===== config.mk =====
export PLATFORM = sky130hd
export DESIGN_NAME = pipelined_approx_adder_flat
export DESIGN_NICKNAME = d
export VERILOG_FILES = /design/src/rtl/pipelined_approx_adder_if.sv /design/src/rtl/pipelined_approx_adder.sv /design/src/flat_wrapper.sv
export SDC_FILE = /design/constraint.sdc
export NUM_CORES = 1
export LEC_CHECK = 0
export ABC_CLOCK_PERIOD_IN_PS = 3400
export BUFFER_PORTS_ARGS = -buffer_cell sky130_fd_sc_hd__buf_4
export CAP_MARGIN = 20
export CELL_PAD_IN_SITES_DETAIL_PLACEMENT = 1
export CELL_PAD_IN_SITES_GLOBAL_PLACEMENT = 1
export CORE_ASPECT_RATIO = 0.5
export CORE_MARGIN = 8
export CORE_UTILIZATION = 50
export CTS_BUF_LIST = sky130_fd_sc_hd__clkbuf_4
export DETAILED_ROUTE_END_ITERATION = 8
export GPL_ROUTABILITY_DRIVEN = 0
export PLACE_DENSITY = 0.79
export SETUP_SLACK_MARGIN = 0.5
export SYNTH_ARGS = -nofsm -noshare
export SYNTH_HDL_FRONTEND = slang
export SYNTH_SLANG_ARGS = --single-unit
export TNS_END_PERCENT = 20

===== constraint.sdc =====
create_clock -name clk -period 3.4 [get_ports clk]
set_input_delay 0.34 -clock clk [delete_from_list [all_inputs] [get_ports clk]]
set_output_delay 0.34 -clock clk [all_outputs]
set_load 0.05 [all_outputs]

===== src/rtl/pipelined_approx_adder_if.sv =====
// Handshake/data bundle for pipelined_approx_adder.
//   master : producer/consumer side (drives operands and out_ready)
//   slave  : the adder (drives in_ready, out_valid, sum, carry)
// Signals: in_valid/in_ready, in1, in2, cin (operand side);
//          out_valid/out_ready, sum, carry (result side).
interface pipelined_approx_adder_if #(
  parameter int WIDTH = 16
);
  logic             in_valid;
  logic             in_ready;
  logic [WIDTH-1:0] in1;
  logic [WIDTH-1:0] in2;
  logic             cin;
  logic             out_valid;
  logic             out_ready;
  logic [WIDTH-1:0] sum;
  logic             carry;

  modport master (
    output in_valid, in1, in2, cin, out_ready,
    input  in_ready, out_valid, sum, carry
  );

  modport slave (
    input  in_valid, in1, in2, cin, out_ready,
    output in_ready, out_valid, sum, carry
  );
endinterface


===== src/rtl/pipelined_approx_adder.sv =====
// Pipelined chunked adder with a skewed carry pipeline and valid/ready flow.
// A WIDTH-bit add is split into STAGES chunks of CHUNK bits; stage k adds
// chunk k with the carry registered by stage k-1. Latency is STAGES cycles.
//
// Ports: clk, rst (async, active-high), bus (pipelined_approx_adder_if.slave):
//   in_valid/in_ready/in1/in2/cin in, out_valid/out_ready/sum/carry out.
//
// Optional macro APPROX_LOA_EN: the low APPROX_BITS of chunk 0 become a
// lower-part OR (no carry chain, cin ignored); carry into bit APPROX_BITS is
// in1[APPROX_BITS-1] & in2[APPROX_BITS-1]. Without it the add is exact.

// One chunk of generate/propagate ripple. The low LOA_BITS bits are OR-ed
// instead of added; the carry out of that region is the AND of its top bit.
module pipelined_approx_adder_chunk #(
  parameter int CHUNK    = 4,
  parameter int LOA_BITS = 0
)(
  input  logic [CHUNK-1:0] a,
  input  logic [CHUNK-1:0] b,
  input  logic             c_in,
  output logic [CHUNK-1:0] s,
  output logic             c_out
);
  logic [CHUNK:0] cc;

  always_comb begin
    s     = '0;
    cc    = '0;
    cc[0] = c_in;
    for (int i = 0; i < CHUNK; i++) begin
      if (i < LOA_BITS) begin
        s[i]    = a[i] | b[i];
        cc[i+1] = a[i] & b[i];
      end else begin
        s[i]    = (a[i] ^ b[i]) ^ cc[i];
        cc[i+1] = (a[i] & b[i]) | ((a[i] ^ b[i]) & cc[i]);
      end
    end
    c_out = cc[CHUNK];
  end
endmodule

module pipelined_approx_adder #(
  parameter int WIDTH       = 16,
  parameter int STAGES      = 4,
  parameter int APPROX_BITS = 4
)(
  input  logic                    clk,
  input  logic                    rst,
  pipelined_approx_adder_if.slave bus
);
  localparam int CHUNK = WIDTH / STAGES;
`ifdef APPROX_LOA_EN
  localparam int LOA_BITS = APPROX_BITS;
`else
  localparam int LOA_BITS = 0;
`endif

  if (STAGES < 1 || (WIDTH % STAGES) != 0 || APPROX_BITS < 0 || APPROX_BITS > CHUNK)
  begin : g_bad_cfg
    $error("pipelined_approx_adder: illegal WIDTH/STAGES/APPROX_BITS");
  end

  // Single global enable: the whole pipe moves unless the result is blocked.
  logic              advance;
  logic [STAGES-1:0] vld_q;
  logic [STAGES:0]   vld_pipe;

  assign vld_pipe     = {vld_q, bus.in_valid};
  assign advance      = ~vld_pipe[STAGES] | bus.out_ready;
  assign bus.in_ready = advance;

  // Bubbles shift like real entries; nothing is collapsed.
  always_ff @(posedge clk or posedge rst) begin
    if (rst)          vld_q <= '0;
    else if (advance) vld_q <= vld_pipe[STAGES-1:0];
  end

  // Stage k word x: bits below LO hold finished sum chunks, bits from LO up
  // still hold operand A. Operand B is kept only for the chunks not yet added.
  for (genvar k = 0; k < STAGES; k++) begin : g_stg
    localparam int LO = k * CHUNK;

    logic [WIDTH-1:0]    x_in;
    logic [WIDTH-1:0]    x_q;
    logic [WIDTH-LO-1:0] b_in;
    logic                c_in;
    logic                c_q;
    logic [CHUNK-1:0]    cs;
    logic                co;

    if (k == 0) begin : g_first
      assign x_in = bus.in1;
      assign b_in = bus.in2;
`ifdef APPROX_LOA_EN
      assign c_in = 1'b0;
`else
      assign c_in = bus.cin;
`endif
    end else begin : g_next
      assign x_in = g_stg[k-1].x_q;
      assign b_in = g_stg[k-1].g_b.b_q;
      assign c_in = g_stg[k-1].c_q;
    end

    pipelined_approx_adder_chunk #(
      .CHUNK    (CHUNK),
      .LOA_BITS ((k == 0) ? LOA_BITS : 0)
    ) u_chunk (
      .a     (x_in[LO +: CHUNK]),
      .b     (b_in[CHUNK-1:0]),
      .c_in  (c_in),
      .s     (cs),
      .c_out (co)
    );

    always_ff @(posedge clk or posedge rst) begin
      if (rst) begin
        x_q <= '0;
        c_q <= 1'b0;
      end else if (advance) begin
        x_q             <= x_in;
        x_q[LO +: CHUNK] <= cs;
        c_q             <= co;
      end
    end

    if (k < STAGES - 1) begin : g_b
      logic [WIDTH-LO-CHUNK-1:0] b_q;
      always_ff @(posedge clk or posedge rst) begin
        if (rst)          b_q <= '0;
        else if (advance) b_q <= b_in[WIDTH-LO-1:CHUNK];
      end
    end
  end

  assign bus.out_valid = vld_pipe[STAGES];
  assign bus.sum       = g_stg[STAGES-1].x_q;
  assign bus.carry     = g_stg[STAGES-1].c_q;
endmodule


===== src/flat_wrapper.sv =====
// flat-port wrapper written by rule: the top's interface ports become plain ports
module pipelined_approx_adder_flat 
#(
  parameter int WIDTH       = 16,
  parameter int STAGES      = 4,
  parameter int APPROX_BITS = 4
)
  (clk, rst, bus_in_valid, bus_in1, bus_in2, bus_cin, bus_out_ready, bus_in_ready, bus_out_valid, bus_sum, bus_carry);
  pipelined_approx_adder_if #(.WIDTH(WIDTH)) bus_i ();
  input  logic clk;
  input  logic rst;
  input wire logic [$bits(bus_i.in_valid)-1:0] bus_in_valid;
  input wire logic [$bits(bus_i.in1)-1:0] bus_in1;
  input wire logic [$bits(bus_i.in2)-1:0] bus_in2;
  input wire logic [$bits(bus_i.cin)-1:0] bus_cin;
  input wire logic [$bits(bus_i.out_ready)-1:0] bus_out_ready;
  output wire logic [$bits(bus_i.in_ready)-1:0] bus_in_ready;
  output wire logic [$bits(bus_i.out_valid)-1:0] bus_out_valid;
  output wire logic [$bits(bus_i.sum)-1:0] bus_sum;
  output wire logic [$bits(bus_i.carry)-1:0] bus_carry;
  assign bus_i.in_valid = bus_in_valid;
  assign bus_i.in1 = bus_in1;
  assign bus_i.in2 = bus_in2;
  assign bus_i.cin = bus_cin;
  assign bus_i.out_ready = bus_out_ready;
  assign bus_in_ready = bus_i.in_ready;
  assign bus_out_valid = bus_i.out_valid;
  assign bus_sum = bus_i.sum;
  assign bus_carry = bus_i.carry;
  pipelined_approx_adder #(.WIDTH(WIDTH), .STAGES(STAGES), .APPROX_BITS(APPROX_BITS)) u_core (.clk(clk), .rst(rst), .bus(bus_i));
endmodule

# Word level (Yosys, flattened, before mapping)
# Index checks and enable logic that the tools add are counted.
# Widths: inputs -> output; s select.
[op_classes]
n_bitwise = 82
[ops]
columns = ["op", "n"]
rows = [
  ["$and 1x1->1", 32],
  ["$xor 1x1->1", 32],
  ["$or 1x1->1", 17],
  ["$not 1->1", 1],
]
[totals]
reg_bits = 96
in_bits = 37
output_inout_bits = 19

# Longest topological paths before layout
[depth]
word_depth = 9
depth_mapped = 8
mapped_depth_nobuf = 8

# Cells and area by module
# From an unflattened synthesis, not the netlist that was laid out.
[hier_totals]
hier_cells = 261
area_unflattened_um2 = 4157.7
[by_module_without_submodules]
columns = ["mod", "cells_each", "area_per_inst_um2", "n_inst"]
rows = [
  ["pipelined_approx_adder", 205, 3687.3, 1],
  ["pipelined_approx_adder_chunk", 14, 117.6, 4],
]

# Worst setup path before layout
# Ideal clock, no wire load.
[synth_path]
kind = "register to register"
start = "register u_core.g_stg[0].g_b.b_q[0]"
end = "register u_core.g_stg[1].x_q[7]"
n_path_buf = 0
t_arrival_ps = 2056
path_stages_with_launch = 9
setup_slack_ps = 1266
setup_ps = 77
cell_sequence = "dfrtp_1 -> inv_1 -> fa_1 -> inv_1 -> fa_1 -> fa_1 -> inv_1 -> fa_1 -> a21oi_1"
[synth_via]
elab_chain_len = 8
[synth_rtl]
columns = ["item", "line_no", "source"]
rows = [
  ["start: declaration", "pipelined_approx_adder.sv:129", "logic [WIDTH-LO-CHUNK-1:0] b_q;"],
  ["start signal: assignment", "pipelined_approx_adder.sv:132", "else if (advance) b_q <= b_in[WIDTH-LO-1:CHUNK];"],
  ["$xor 1x1->1", "pipelined_approx_adder.sv:36", "cc[i+1] = (a[i] & b[i]) | ((a[i] ^ b[i]) & cc[i]);"],
  ["$and 1x1->1", "pipelined_approx_adder.sv:36", ""],
  ["$or 1x1->1 (*)", "pipelined_approx_adder.sv:36", ""],
  ["$and 1x1->1 (*)", "pipelined_approx_adder.sv:36", ""],
  ["$or 1x1->1 (*)", "pipelined_approx_adder.sv:36", ""],
  ["$and 1x1->1 (*)", "pipelined_approx_adder.sv:36", ""],
  ["$or 1x1->1 (*)", "pipelined_approx_adder.sv:36", ""],
  ["$xor 1x1->1 (*)", "pipelined_approx_adder.sv:35", "s[i] = (a[i] ^ b[i]) ^ cc[i];"],
  ["end signal: assignment", "pipelined_approx_adder.sv:122", "x_q <= x_in;"],
  ["end signal: indexed assignment", "pipelined_approx_adder.sv:123", "x_q[LO +: CHUNK] <= cs;"],
  ["end: declaration", "pipelined_approx_adder.sv:85", "logic [WIDTH-1:0] x_q;"],
]
# Every way passes the cells marked *; elsewhere a longest branch is shown, timed or not.
# A chain may end at the register's enable or synchronous reset.

# Worst setup path after layout
[layout_path]
start = "register u_core.vld_q[3]"
end = "output port bus_in_ready"
[layout_via]
elab_chain_len = 2
[layout_rtl]
columns = ["item", "line_no", "source"]
rows = [
  ["start: declaration", "pipelined_approx_adder.sv:66", "logic [STAGES-1:0] vld_q;"],
  ["start signal: assignment", "pipelined_approx_adder.sv:76", "else if (advance) vld_q <= vld_pipe[STAGES-1:0];"],
  ["$not 1->1", "pipelined_approx_adder.sv:70", "assign advance = ~vld_pipe[STAGES] | bus.out_ready;"],
  ["$or 1x1->1", "pipelined_approx_adder.sv:70", ""],
  ["end: declaration", "flat_wrapper.sv:17", "output wire logic [$bits(bus_i.in_ready)-1:0] bus_in_ready;"],
]
# Every way passes these cells.

==> summary.txt <==
Run status
  – Status: complete, but fails checks
  – Failing checks: hold timing

Yosys
  – Syn Inst Count: 259
  – Sequential cell area fraction in the yosys report: about three fifths
  – Cell variety after synth: 12
  – Yosys reg bits: 96
  – Synth area leaders: dfrtp_1 59%, mux2_2 19%, fa_1 7.8%
  – Mapped cell area: 4083 sq um
  – Post-synth top area share: 58.84%
  – Syn Area/Cell: around 16 sq um
  – Top cell type by total area after synthesis: dfrtp_1
  – YS warnings: 0
  – Synthesized Nets: ~310

Critical path
  – R2r startpoint: u_core.g_stg[1].c_q$_DFFE_PP0P_
  – Setup crit start: u_core.vld_q[3]$_DFFE_PP0P_
  – CP required: between 3 and 4 ns
  – CP max FO: 66
  – WP data arrival: 2.14 ns
  – R2R depth: 8
  – Setup crit end kind: output port
  – Setup crit end: bus_in_ready
  – CP Class: reg -> out
  – Reg2reg setup slack: 1.06 ns
  – Reg2reg end: u_core.g_stg[2].x_q[11]$_DFFE_PP0P_
  – Crit start category: flop

Layout
  – Layout cell share with drive strength beyond 1: 48.75%
  – Final core occ: slightly below 60%
  – N_diodes: 0
  – Layout Nets: between 300 and 400
  – Layout area overhead: 15.69%

CTS
  – Clk_lat worst skew: 0.45 ns
  – H-tree levels: 3
  – CTS tree: yes
  – CTS max path bufs: 2
  – Resized cells post-CTS: 0
  – Cts bufs inserted: 9
  – CTS clk-pin slew, worst paths: 0.13 ns
  – Setup Buffers After CTS: 0
  – CTS Sinks: 96
  – Clock root cell: clkbuf_4
  – Post-CTS Hold Fix Bufs: 0

STA
  – Hold slack: -0.009198 ns
  – Slew Viols, Final: 0
  – Setup TNS: 0 ns
  – Post-route setup slack: 0.9205 ns
  – Unrepaired setup endpoints after global routing: false
  – Max Fclk: 403.3 MHz
  – Period utilisation layout: 72.93%
  – Worst slew pin tran: 0.9033 ns
  – Slew HR: 39.75%
  – Min Tclk post-route: 2.479 ns
  – Hold Fails Final Rpt: 5
  – Worst Skew: around 0.015 ns
  – Final count of negative-setup-slack endpoints: 0

Drt
  – Vias per cell: around 5
  – Antenna-violating nets left: 0
  – Initial DRC Count: 51
  – Drt first pass iters: 4
  – WL per Instance: 17.04 um
  – DRC violations left: 0
  – DR vias: around 2100
  – Routed Wire Length: 7360 um

Global route
  – Initial antenna violation count: 0
  – Global route overflow: 0
  – Vias in the first global route: 2441
  – Tot GR Track Use: 14.08%
  – First-pass GRT wire length: 12340 um
  – Largest net degree at the start of global routing: 67

Pwr
  – PD cells: 932.1 nW/um^2
  – VDD IR max: approximately 330 uV
  – Tot Pwr: 4.403 mW
  – Static Leak: 2.205 nW

Floorplanning
  – Starting Density: between 50% and 60%
  – Die height: 79.90 um
  – # rows: 23
  – Core Region: 7971 sq um
  – Die W: 143.8 um
  – Die area: between 10000 and 15000 sq um
  – Number of I/O pins: 56

Placed design
  – Port buffer count: 55
  – Place WS: about 1.1 ns
  – DP HPWL: 5243 um

Hold path
  – Class of the worst hold path: in -> async

Run
  – Maxcap violations: 0
cell families (layout without fill, tap and decap cells):
| group | Yosys count | count (layout) | share of synthesized area [%] |
|---|---|---|---|
| multiplexers | 86 | 86 | 25.01 |
| AND/OR/NAND/NOR | 11 | 11 | 2.145 |
| adder cells (fa/ha/maj) | 16 | 16 | 7.846 |
| flip-flops | 96 | 96 | 58.84 |
| AO/OA/AOI/OAI | 9 | 9 | 1.103 |
| buffers and inverters | 41 | 102 | 5.057 |
how the worst min path moves through the flow:
stage                                     start                            endpoint  slack (ns)  cells after the start
floorplan           u_core.vld_q[2]$_DFFE_PP0P_         u_core.vld_q[3]$_DFFE_PP0P_        0.43                      1
global placement    u_core.vld_q[2]$_DFFE_PP0P_         u_core.vld_q[3]$_DFFE_PP0P_        0.44                      1
detailed placement  u_core.vld_q[2]$_DFFE_PP0P_         u_core.vld_q[3]$_DFFE_PP0P_        0.47                      1
CTS                                         rst       u_core.bus.sum[3]$_DFFE_PP0P_        0.02                      2
global route                                rst       u_core.bus.sum[4]$_DFFE_PP0P_        0.04                      2
finish                                      rst  u_core.g_stg[1].x_q[3]$_DFFE_PP0P_      -0.009                      2
metal layers:
layer,wire length [um],track usage [%],up-vias
li1,-,-,970
met2,3756,24.84,38
met5,0,0,-
met1,3201,16.20,1105
met4,82,4.058,0
met3,319,4.714,7
critical path: stages, from the launching register on:
cell and delay (ns):
dfrtp_1 0.58, nand2b_4 0.77, buf_4 0.34
cells in the final DEF (no fill, tap or decap):
cell type,instances
a21oi_1,9
buf_12,1
buf_4,57
bufinv_16,2
clkbuf_4,10
clkinv_1,2
clkinv_2,1
dfrtp_1,96
fa_1,16
inv_1,28
inv_4,1
mux2_2,68
mux2_4,15
mux2i_1,3
nand2b_1,1
nand2b_4,1
nor3b_1,9
through the flow:
stage	instance area [sq um]	instances
global placement	4576	417
finish	4723	432
detailed placement	4576	417
floorplan	4083	259
CTS	4723	432
global route	4723	432
state kept, by name, indices dropped and copies added, names as in the netlist:
| register | flops |
|---|---|
| u_core.g_stg.g_b.b_q | 24 |
| u_core.vld_q | 4 |
| u_core.bus.sum | 16 |
| u_core.bus.carry | 1 |
| u_core.g_stg.x_q | 48 |
| u_core.g_stg.c_q | 3 |
Yosys cell counts, drive strengths merged:
master,number
nor3b,9
dfrtp,96
inv,29
buf,12
nand2b,2
fa,16
mux2,83
mux2i,3
a21oi,9
cell type report:
type / instances / area [sq um]
clock inverter: 5 / 72.57
inverter: 29 / 111.4
timing repair buffer: 58 / 447.9
tap: 112 / 140.1
fill: 780 / 3248
sequential: 96 / 2402
clock buffer: 10 / 75.07
multi-input combinational: 122 / 1474
power breakdown:
group          leakage, nW  total, mW  internal, mW  switching, mW
logic                 1.01       1.82         0.862          0.958
clock network       0.0813      0.655         0.297          0.358
registers             1.11       1.93          1.63          0.293
total                 2.20       4.40          2.79           1.61
Note: power is estimated with default switching activity, not from simulation.
